`config.mk`:
```
export PLATFORM = sky130hd
export DESIGN_NAME = tbl_sel_sched
export DESIGN_NICKNAME = d
export VERILOG_FILES = /design/src/rtl/tbl_sched_pkg.sv /design/src/rtl/rr_arbiter.sv /design/src/rtl/tbl_sel_sched.sv
export SDC_FILE = /design/constraint.sdc
export NUM_CORES = 1
export LEC_CHECK = 0
export CORE_AREA = 3 3 285 287
export DETAILED_ROUTE_END_ITERATION = 7
export DIE_AREA = 0 0 288 290
export MAX_ROUTING_LAYER = met4
export PLACE_DENSITY = 0.62
export SYNTH_ARGS = -nofsm -noshare
export SYNTH_HDL_FRONTEND = slang
export SYNTH_SLANG_ARGS = --single-unit
```
`constraint.sdc`:
```
create_clock -name clk -period 7.2 [get_ports clk]
set_clock_uncertainty 0.05 [all_clocks]
set_input_delay 1.08 -clock clk [delete_from_list [all_inputs] [get_ports clk]]
set_output_delay 1.08 -clock clk [all_outputs]
set_load 0.005 [all_outputs]
```
`src/rtl/tbl_sched_pkg.sv`:
```
// Shared constants and types for the table-select scheduler.
//   DEPTH : number of table entries
//   DW    : entry width
//   IW    : index width, clog2(DEPTH)
//   TW    : packed table width presented to the external selector
package tbl_sched_pkg;

    localparam int unsigned DEPTH = 32;
    localparam int unsigned DW    = 20;
    localparam int unsigned IW    = $clog2(DEPTH);
    localparam int unsigned TW    = DEPTH * DW;

    typedef logic [DW-1:0] tbl_entry_t;

    // Response slot occupancy.
    typedef enum logic {
        StEmpty = 1'b0,
        StFull  = 1'b1
    } slot_state_e;

endpackage

```
`src/rtl/rr_arbiter.sv`:
```
// Round-robin arbiter.
//   clk_i     : clock
//   rst_ni    : synchronous active-low reset (requester 0 gets top priority)
//   req_i     : request vector
//   advance_i : commit the current grant; pointer moves to the winner
//   gnt_o     : one-hot grant (zero when no request)
//   gnt_id_o  : binary index of the granted requester
module rr_arbiter #(
    parameter int unsigned N = 4
) (
    input  logic                 clk_i,
    input  logic                 rst_ni,
    input  logic [N-1:0]         req_i,
    input  logic                 advance_i,
    output logic [N-1:0]         gnt_o,
    output logic [$clog2(N)-1:0] gnt_id_o
);

    localparam int unsigned IDW = $clog2(N);

    // Last granted requester; the search starts one past it.
    logic [IDW-1:0] ptr_q;

    always_comb begin
        int unsigned cand;
        logic        found;
        gnt_o    = '0;
        gnt_id_o = '0;
        found    = 1'b0;
        cand     = 0;
        for (int unsigned off = 1; off <= N; off++) begin
            cand = (32'(ptr_q) + off) % N;
            if (!found && req_i[cand]) begin
                found       = 1'b1;
                gnt_o[cand] = 1'b1;
                gnt_id_o    = IDW'(cand);
            end
        end
    end

    always_ff @(posedge clk_i) begin
        if (!rst_ni) begin
            // Pointing at the last requester makes requester 0 the first candidate.
            ptr_q <= IDW'(N - 1);
        end else if (advance_i) begin
            ptr_q <= gnt_id_o;
        end
    end

endmodule

```
`src/rtl/tbl_sel_sched.sv`:
```
// Lookup-table owner and scheduler for a shared, external indexed selector.
//   clk        : clock
//   rst_n      : synchronous active-low reset; clears table and response slot
//   wr_en/wr_idx/wr_data : config write port into the table
//   req_valid/req_idx    : NREQ lookup requesters (index i at [i*IW +: IW])
//   req_ready  : one-hot grant, transfer on valid & ready
//   sel_a      : index driven to the selector
//   sel_ins    : packed table driven to the selector (entry i at [i*DW +: DW])
//   sel_tbl    : selector result, combinational from sel_a/sel_ins
//   rsp_valid/rsp_id/rsp_data/rsp_ready : 1-deep registered response slot
module tbl_sel_sched
    import tbl_sched_pkg::*;
#(
    parameter int unsigned NREQ = 4
) (
    input  logic                    clk,
    input  logic                    rst_n,
    input  logic                    wr_en,
    input  logic [IW-1:0]           wr_idx,
    input  logic [DW-1:0]           wr_data,
    input  logic [NREQ-1:0]         req_valid,
    input  logic [NREQ*IW-1:0]      req_idx,
    output logic [NREQ-1:0]         req_ready,
    output logic [IW-1:0]           sel_a,
    output logic [TW-1:0]           sel_ins,
    input  logic [DW-1:0]           sel_tbl,
    output logic                    rsp_valid,
    output logic [$clog2(NREQ)-1:0] rsp_id,
    output logic [DW-1:0]           rsp_data,
    input  logic                    rsp_ready
);

    localparam int unsigned IDW = $clog2(NREQ);

    tbl_entry_t      tbl_q [DEPTH];
    slot_state_e     state_q, state_d;
    tbl_entry_t      rsp_data_q, rsp_data_d;
    logic [IDW-1:0]  rsp_id_q, rsp_id_d;
    logic [IW-1:0]   sel_a_q;

    logic            can_issue;
    logic            any_gnt;
    logic            idx_in_range;
    logic [NREQ-1:0] arb_req;
    logic [NREQ-1:0] gnt;
    logic [IDW-1:0]  gnt_id;
    logic [IW-1:0]   win_idx;

    // A new lookup may enter when the slot is empty or is being drained this cycle.
    assign can_issue = (state_q == StEmpty) || rsp_ready;
    // Masking requests (rather than grants) keeps the arbiter pointer still under
    // backpressure and during reset.
    assign arb_req   = (rst_n && can_issue) ? req_valid : '0;

    rr_arbiter #(
        .N (NREQ)
    ) u_arb (
        .clk_i     (clk),
        .rst_ni    (rst_n),
        .req_i     (arb_req),
        .advance_i (any_gnt),
        .gnt_o     (gnt),
        .gnt_id_o  (gnt_id)
    );

    assign any_gnt   = |gnt;
    assign req_ready = gnt;
    assign win_idx   = req_idx[32'(gnt_id) * IW +: IW];

    // Hold the last index when idle so the selector input does not toggle.
    assign sel_a = any_gnt ? win_idx : sel_a_q;

    generate
        if (DEPTH == (2 ** IW)) begin : g_full_range
            assign idx_in_range = 1'b1;
        end else begin : g_part_range
            assign idx_in_range = (32'(sel_a) < DEPTH);
        end
    endgenerate

    always_comb begin
        sel_ins = '0;
        for (int unsigned i = 0; i < DEPTH; i++) begin
            sel_ins[i*DW +: DW] = tbl_q[i];
        end
    end

    assign rsp_valid = (state_q == StFull);
    assign rsp_id    = rsp_id_q;
    assign rsp_data  = rsp_data_q;

    // Slot FSM: a grant always fills; an accepted response with no grant empties.
    always_comb begin
        state_d    = state_q;
        rsp_data_d = rsp_data_q;
        rsp_id_d   = rsp_id_q;
        if (any_gnt) begin
            state_d    = StFull;
            rsp_data_d = idx_in_range ? sel_tbl : '0;
            rsp_id_d   = gnt_id;
        end else if ((state_q == StFull) && rsp_ready) begin
            state_d = StEmpty;
        end
    end

    always_ff @(posedge clk) begin
        if (!rst_n) begin
            state_q    <= StEmpty;
            rsp_data_q <= '0;
            rsp_id_q   <= '0;
            sel_a_q    <= '0;
            for (int unsigned i = 0; i < DEPTH; i++) begin
                tbl_q[i] <= '0;
            end
        end else begin
            state_q    <= state_d;
            rsp_data_q <= rsp_data_d;
            rsp_id_q   <= rsp_id_d;
            if (any_gnt) begin
                sel_a_q <= win_idx;
            end
            // Storage feeds sel_ins directly, so a same-cycle lookup sees the old value.
            for (int unsigned i = 0; i < DEPTH; i++) begin
                if (wr_en && (wr_idx == IW'(i))) begin
                    tbl_q[i] <= wr_data;
                end
            end
        end
    end

    // A requester left waiting must not change its index while still valid.
    for (genvar g = 0; g < NREQ; g++) begin : g_idx_stable
        a_idx_stable: assert property (@(posedge clk) disable iff (!rst_n)
            (req_valid[g] && !req_ready[g]) |=>
            (!req_valid[g] || $stable(req_idx[g*IW +: IW])));
    end

endmodule

```
==> results.cfg, run 1 <==
[floorplan]
start_util = 0.294
core-area_um2 = 78900
io-pin-count = 745
dieWidth_um = 288
rows = 103
die_y_um = 290
dieArea_um2 = 83500

[clock_tree]
root_buffer = clkbuf_16
cts.path.max_buffers = 3
clock_latency_ns = 0.60
cts_tree = built
h-tree-depth = 3
cts_resized = 0
cts_setup_buffers = 0
cts-buffers-inserted = 72
clkTransAtPathRegs_ns = 0.06
ctsHoldBuffers = 0
clock-sinks = 670

[sta]
min_period_ns = 5.71
rsz0062_at_grt = no
relSlewSlack = 0.206
fin_hold_ws_ns = 0.406
hold_viol = 0
fin_crit_sh = 0.792
worst_pin_slew_ns = 1.19
fmax_mhz = 175
finalSetupViolCount = 0
tns_ns = 0
maxSlewViolCount = 0

[run]
cap_viol_max_count = 0

[power_and_ir_drop]
finalPower_mw = 10.0
powerDensity_nw_per_um2 = 291
leakagePower_nw = 12.0
ir_drop_mv = 0.186

[setup_path]
required_ns = 6.07
cp_max_fo = 32
worstPathCellList = inv_1 > ha_1 > or3b_2 > o211ai_1 > o311a_1 > nand2b_1 > a221oi_4 > buf_4 > mux2_2 > clkdlybuf4s50_1
critPathKind = register to output port
slowest_stage = dfxtp_1
worst_setup_path_end_kind = output port
arrival_ns = 4.58
start_kind = register
max_stage_delay_ns = 0.80

[drt]
num_vias = 14900
drtAntennaViolNets = 0
remaining_drc_errors = 0
dr.pass1.iters = 5
routed_via_density = 4.59
wl_per_cell_um = 25.8
drtIter0Drc = 1203
wirelength_mm = 84.1

[synthesis]
synth_ff_type = edfxtp_1
avgSynthCellArea_um2 = 16.9
ys_seq_area_frac = 0.855
syn-num-nets = 1450
synth_top_cell_area_share = 0.829
yosysWarnings = 0
synth_cells = 1369
synthesis.area_um2 = 23200
synth_area_leaders = edfxtp_1 83%, nor2_1 6.0%, dfxtp_1 2.6%, mux2i_1 1.6%, clkbuf_1 1.1%
ys_seq_elements = 670
synth-edff-count = 640
synth_cell_types = 47
yosys.area.top_type = edfxtp_1
async_flop_share = 0

[global_routing]
overflow = 0
grt_pass1_vias = 15200
grt_start_max_net_pins = 48
grt_use_total = 0.202
grt_pass1_wl_mm = 116
grt_antenna_before_repair = 3

[worst_hold_path]
min_path_type = register to register

[placed_design]
dp_hpwl_mm = 60.7
dp_cells = 3125
gp_congestion = 0.834
io_buffer_count = 744

[layout]
drive_above_1_share = 0.0794
fin_nets = 2230
fin_cells = 3255
n_fill_cell = 7050
fin_util = 0.437
areaGrowthSynthToFinish_pct = 48.6

[run_status]
status = completed
-- stage by stage --
step	worst slack, ns	instance area (um2)
2_1_floorplan	3.10	23200
3_3_place_gp	1.97	32000
3_5_place_dp	1.79	32000
4_1_cts	1.49	34400
5_1_grt	1.20	34400
6_report	1.49	34400
-- metal layers --
metal / vias to the layer above / wire length [um] / GRT usage
li1: 6452 / - / -
met2: 834 / 42200 / 0.341
met3: 136 / 9100 / 0.0727
met1: 7525 / 30700 / 0.224
met4: 0 / 2080 / 0.0568
met5: - / 0 / -
-- worst max-delay path: cells and delay by family (launching register included) --
kind                     cells  cell delay [ns]
flip-flops                   1             0.80
AND/OR/NAND/NOR              2             0.40
multiplexers                 1             0.41
adder cells (fa/ha/maj)      1             0.57
AO/OA/AOI/OAI                3             0.61
buffers and inverters        3             1.16
-- final timing paths --
check                                    start    endpoint  slack [ns]  cells past startpoint
worst min-delay path                 rsp_id[0]   rsp_id[0]        0.41                      2
worst max register to register  u_arb.ptr_q[0]  sel_a_q[4]        3.37                     10
worst max-delay path            u_arb.ptr_q[0]    sel_a[0]        1.49                     10
worst min register to register       rsp_id[0]   rsp_id[0]        0.41                      2
-- flip-flops by register name, summed over array words and instances (netlist names) --
name         cells
rsp_id           2
tbl_q          640
rsp_data        20
u_arb.ptr_q      2
sel_a_q          5
rsp_valid        1
-- logic make-up (layout without fill, tap and decap cells) --
logic type / after synthesis / count (layout) / synth area share
flops: 670 / 670 / 0.855
mux: 44 / 44 / 0.0209
simple gates: 498 / 498 / 0.0879
other cells: 0 / 1 / 0
fa+ha+maj: 8 / 8 / 0.00432
buf+inv: 102 / 937 / 0.0177
compound gates: 47 / 47 / 0.0142
-- cells in the final DEF, fill, tap and decap left out, types with 5 or more instances in the layout --
cell type        Yosys  final
dfxtp_1             30     30
clkbuf_1            67     15
nand3_1              7      7
clkbuf_16            0     73
and2_1               5      5
inv_1               24     24
nor2b_1             25     25
o21ai_2              0      8
o21ai_4              0      6
mux2i_1             36     36
ha_1                 8      8
o21ai_0             20      6
buf_4                1     41
clkdlybuf4s50_1      0    743
bufinv_16            0      7
nand2b_1             8      8
clkinv_2             0      6
nor2_1             371    371
nand2_1             64     60
clkinv_1             0     13
edfxtp_1           640    640
-- power breakdown --
group	switching, mW	total [mW]	internal, mW
Combinational	0.722	1.54	0.815
Clock	1.57	3.75	2.18
Sequential	0.132	4.74	4.60
-- Yosys cell counts, types with 2 or more instances --
master / n
a21boi_1: 2
mux4_2: 2
o21ai_0: 20
buf_6: 2
ha_1: 8
nor2b_1: 25
edfxtp_1: 640
a21oi_2: 2
inv_1: 24
dfxtp_1: 30
mux2_4: 3
a21oi_1: 4
and3_1: 2
nand2_1: 64
o211ai_1: 2
clkbuf_1: 67
buf_2: 6
nand2b_1: 8
buf_1: 2
a221o_1: 2
a211oi_1: 3
nor3b_1: 3
nor2_1: 371
a222oi_1: 2
mux2_2: 3
nor3_1: 4
nand4b_1: 2
or3b_2: 2
and2_1: 5
nand3_1: 7
mux2i_1: 36
-- cell type report --
cell class	count	area (um2)	area share
Antenna cell	1	2.50	0.0000727
Clock buffer	91	1920	0.0559
Sequential cell	670	19800	0.576
Multi-Input combinational cell	597	3060	0.0890
Timing Repair Buffer	784	7740	0.225
Inverter	24	90.1	0.00262
Tap cell	1050	1310	0.0382
Clock inverter	38	477	0.0138
No activity file was read; power rests on OpenSTA's default activity.
==> inputs of run 2 (changes only) <==
--- a/config.mk
+++ b/config.mk
@@ -5,11 +5,11 @@
 export SDC_FILE = /design/constraint.sdc
 export NUM_CORES = 1
 export LEC_CHECK = 0
-export CORE_AREA = 3 3 285 287
+export CORE_AREA = 3 3 289 291
 export DETAILED_ROUTE_END_ITERATION = 7
-export DIE_AREA = 0 0 288 290
+export DIE_AREA = 0 0 292 294
 export MAX_ROUTING_LAYER = met4
-export PLACE_DENSITY = 0.62
+export PLACE_DENSITY = 0.61
 export SYNTH_ARGS = -nofsm -noshare
 export SYNTH_HDL_FRONTEND = slang
 export SYNTH_SLANG_ARGS = --single-unit
==> constraint.sdc (replaced) <==
create_clock -name clk -period 5.4 [get_ports clk]
set_clock_uncertainty 0.05 [all_clocks]
set_input_delay 0.81 -clock clk [delete_from_list [all_inputs] [get_ports clk]]
set_output_delay 0.81 -clock clk [all_outputs]
set_load 0.005 [all_outputs]
==> results.cfg, run 2 (synthesis results as in run 1) <==
[sta]
fin_ws_ns = 0.453
maxSlewViolCount = 0
tns_ns = 0
worst_pin_slew_ns = 1.20
fin_hold_ws_ns = 0.405
hold_viol = 0
rsz0062_at_grt = no
finalSetupViolCount = 0
relSlewSlack = 0.197
fmax_mhz = 202
fin_crit_sh = 0.916
min_period_ns = 4.95

[layout]
fin_cells = 3271
largest_reg_flops = 640
largest_register = tbl_q
n_fill_cell = 7257
fin_util = 0.426
fin_nets = 2239
layout_common_cells = 743 x clkdlybuf4s50_1, 640 x edfxtp_1, 371 x nor2_1
design_area_um2 = 34400
drive_above_1_share = 0.0815
areaGrowthSynthToFinish_pct = 48.6
final_common_cell = clkdlybuf4s50_1

[setup_path]
start_kind = register
worstReg2RegStart = u_arb.ptr_q[1]
ff2ff_setup_slack_ns = 1.80
reg2regPathDepth = 9
worst_setup_path_end_kind = output port
cp_max_fo = 12
worstReg2RegEnd = u_arb.ptr_q[1]
critPathKind = register to output port
arrival_ns = 4.09
required_ns = 4.54

[clock_tree]
cts_resized = 0
cts.path.max_buffers = 3
cts_setup_buffers = 0
clkTransAtPathRegs_ns = 0.06
cts-buffers-inserted = 70
clock-sinks = 670
ctsHoldBuffers = 0
h-tree-depth = 3
clock_latency_ns = 0.60
root_buffer = clkbuf_16
cts_tree = built

[power_and_ir_drop]
leakagePower_nw = 12.0
finalPower_mw = 13.3
powerDensity_nw_per_um2 = 385
ir_drop_mv = 0.250

[worst_hold_path]
min_path_type = register to register
min_path_cells = 2
min_to = rsp_id[1]
hp-start = rsp_id[1]

[floorplan]
die_y_um = 294
dieArea_um2 = 85800
start_util = 0.287
core-area_um2 = 80800
io-pin-count = 745
dieWidth_um = 292
rows = 104

[global_routing]
overflow = 0
grt_use_total = 0.194
grt_pass1_vias = 15000
grt_pass1_wl_mm = 115
grt_antenna_before_repair = 1
grt_start_max_net_pins = 57

[placed_design]
placed_area_um2 = 32100
gp_congestion = 0.815
place_ws_ns = 0.859
io_buffer_count = 744
dp_hpwl_mm = 60.7
dp_cells = 3146

[drt]
wl_per_cell_um = 25.6
dr.pass1.iters = 5
remaining_drc_errors = 0
routed_via_density = 4.53
num_vias = 14800
drtIter0Drc = 972
wirelength_mm = 83.7
drtAntennaViolNets = 0

[run]
cap_viol_max_count = 0

[run_status]
status = completed
==> run 2: power breakdown <==
group          total [mW]  switching (mW)  internal [mW]
Clock                4.92            2.01           2.91
Combinational        2.05           0.959           1.09
Sequential           6.31           0.168           6.14
==> run 2: worst max path at each step <==
stage,cells past startpoint,end,from
finish,8,sel_a[4],u_arb.ptr_q[1]
global route,8,sel_a[4],u_arb.ptr_q[1]
CTS,9,sel_a[4],u_arb.ptr_q[0]
detailed placement,7,sel_a[4],req_valid[1]
global placement,7,sel_a[0],req_valid[1]
floorplan,11,sel_a[1],u_arb.ptr_q[0]
==> run 2: metal layers <==
layer  global-route usage  vias up  wire (um)
li1                     -     6481          -
met1                0.220     7401      31800
met2                0.326      779      41300
met3               0.0685      144       8360
met4               0.0558        0       2270
met5                    -        -          0
==> run 2: critical path: stages, from the launching register on <==
cell             delay (ns)
dfxtp_1                0.58
inv_1                  0.22
ha_1                   0.56
mux4_2                 0.45
a21oi_2                0.18
o21ai_1                0.15
a221oi_4               0.49
mux2_2                 0.40
clkdlybuf4s50_1        0.45
==> run 2: area by class of cell <==
class	count	area [um2]	area share
Antenna cell	2	5.00	0.000145
Clock buffer	84	1830	0.0530
Clock inverter	39	502	0.0146
Inverter	24	90.1	0.00262
Multi-Input combinational cell	597	3050	0.0884
Sequential cell	670	19800	0.575
Tap cell	1060	1330	0.0385
Timing Repair Buffer	795	7830	0.227
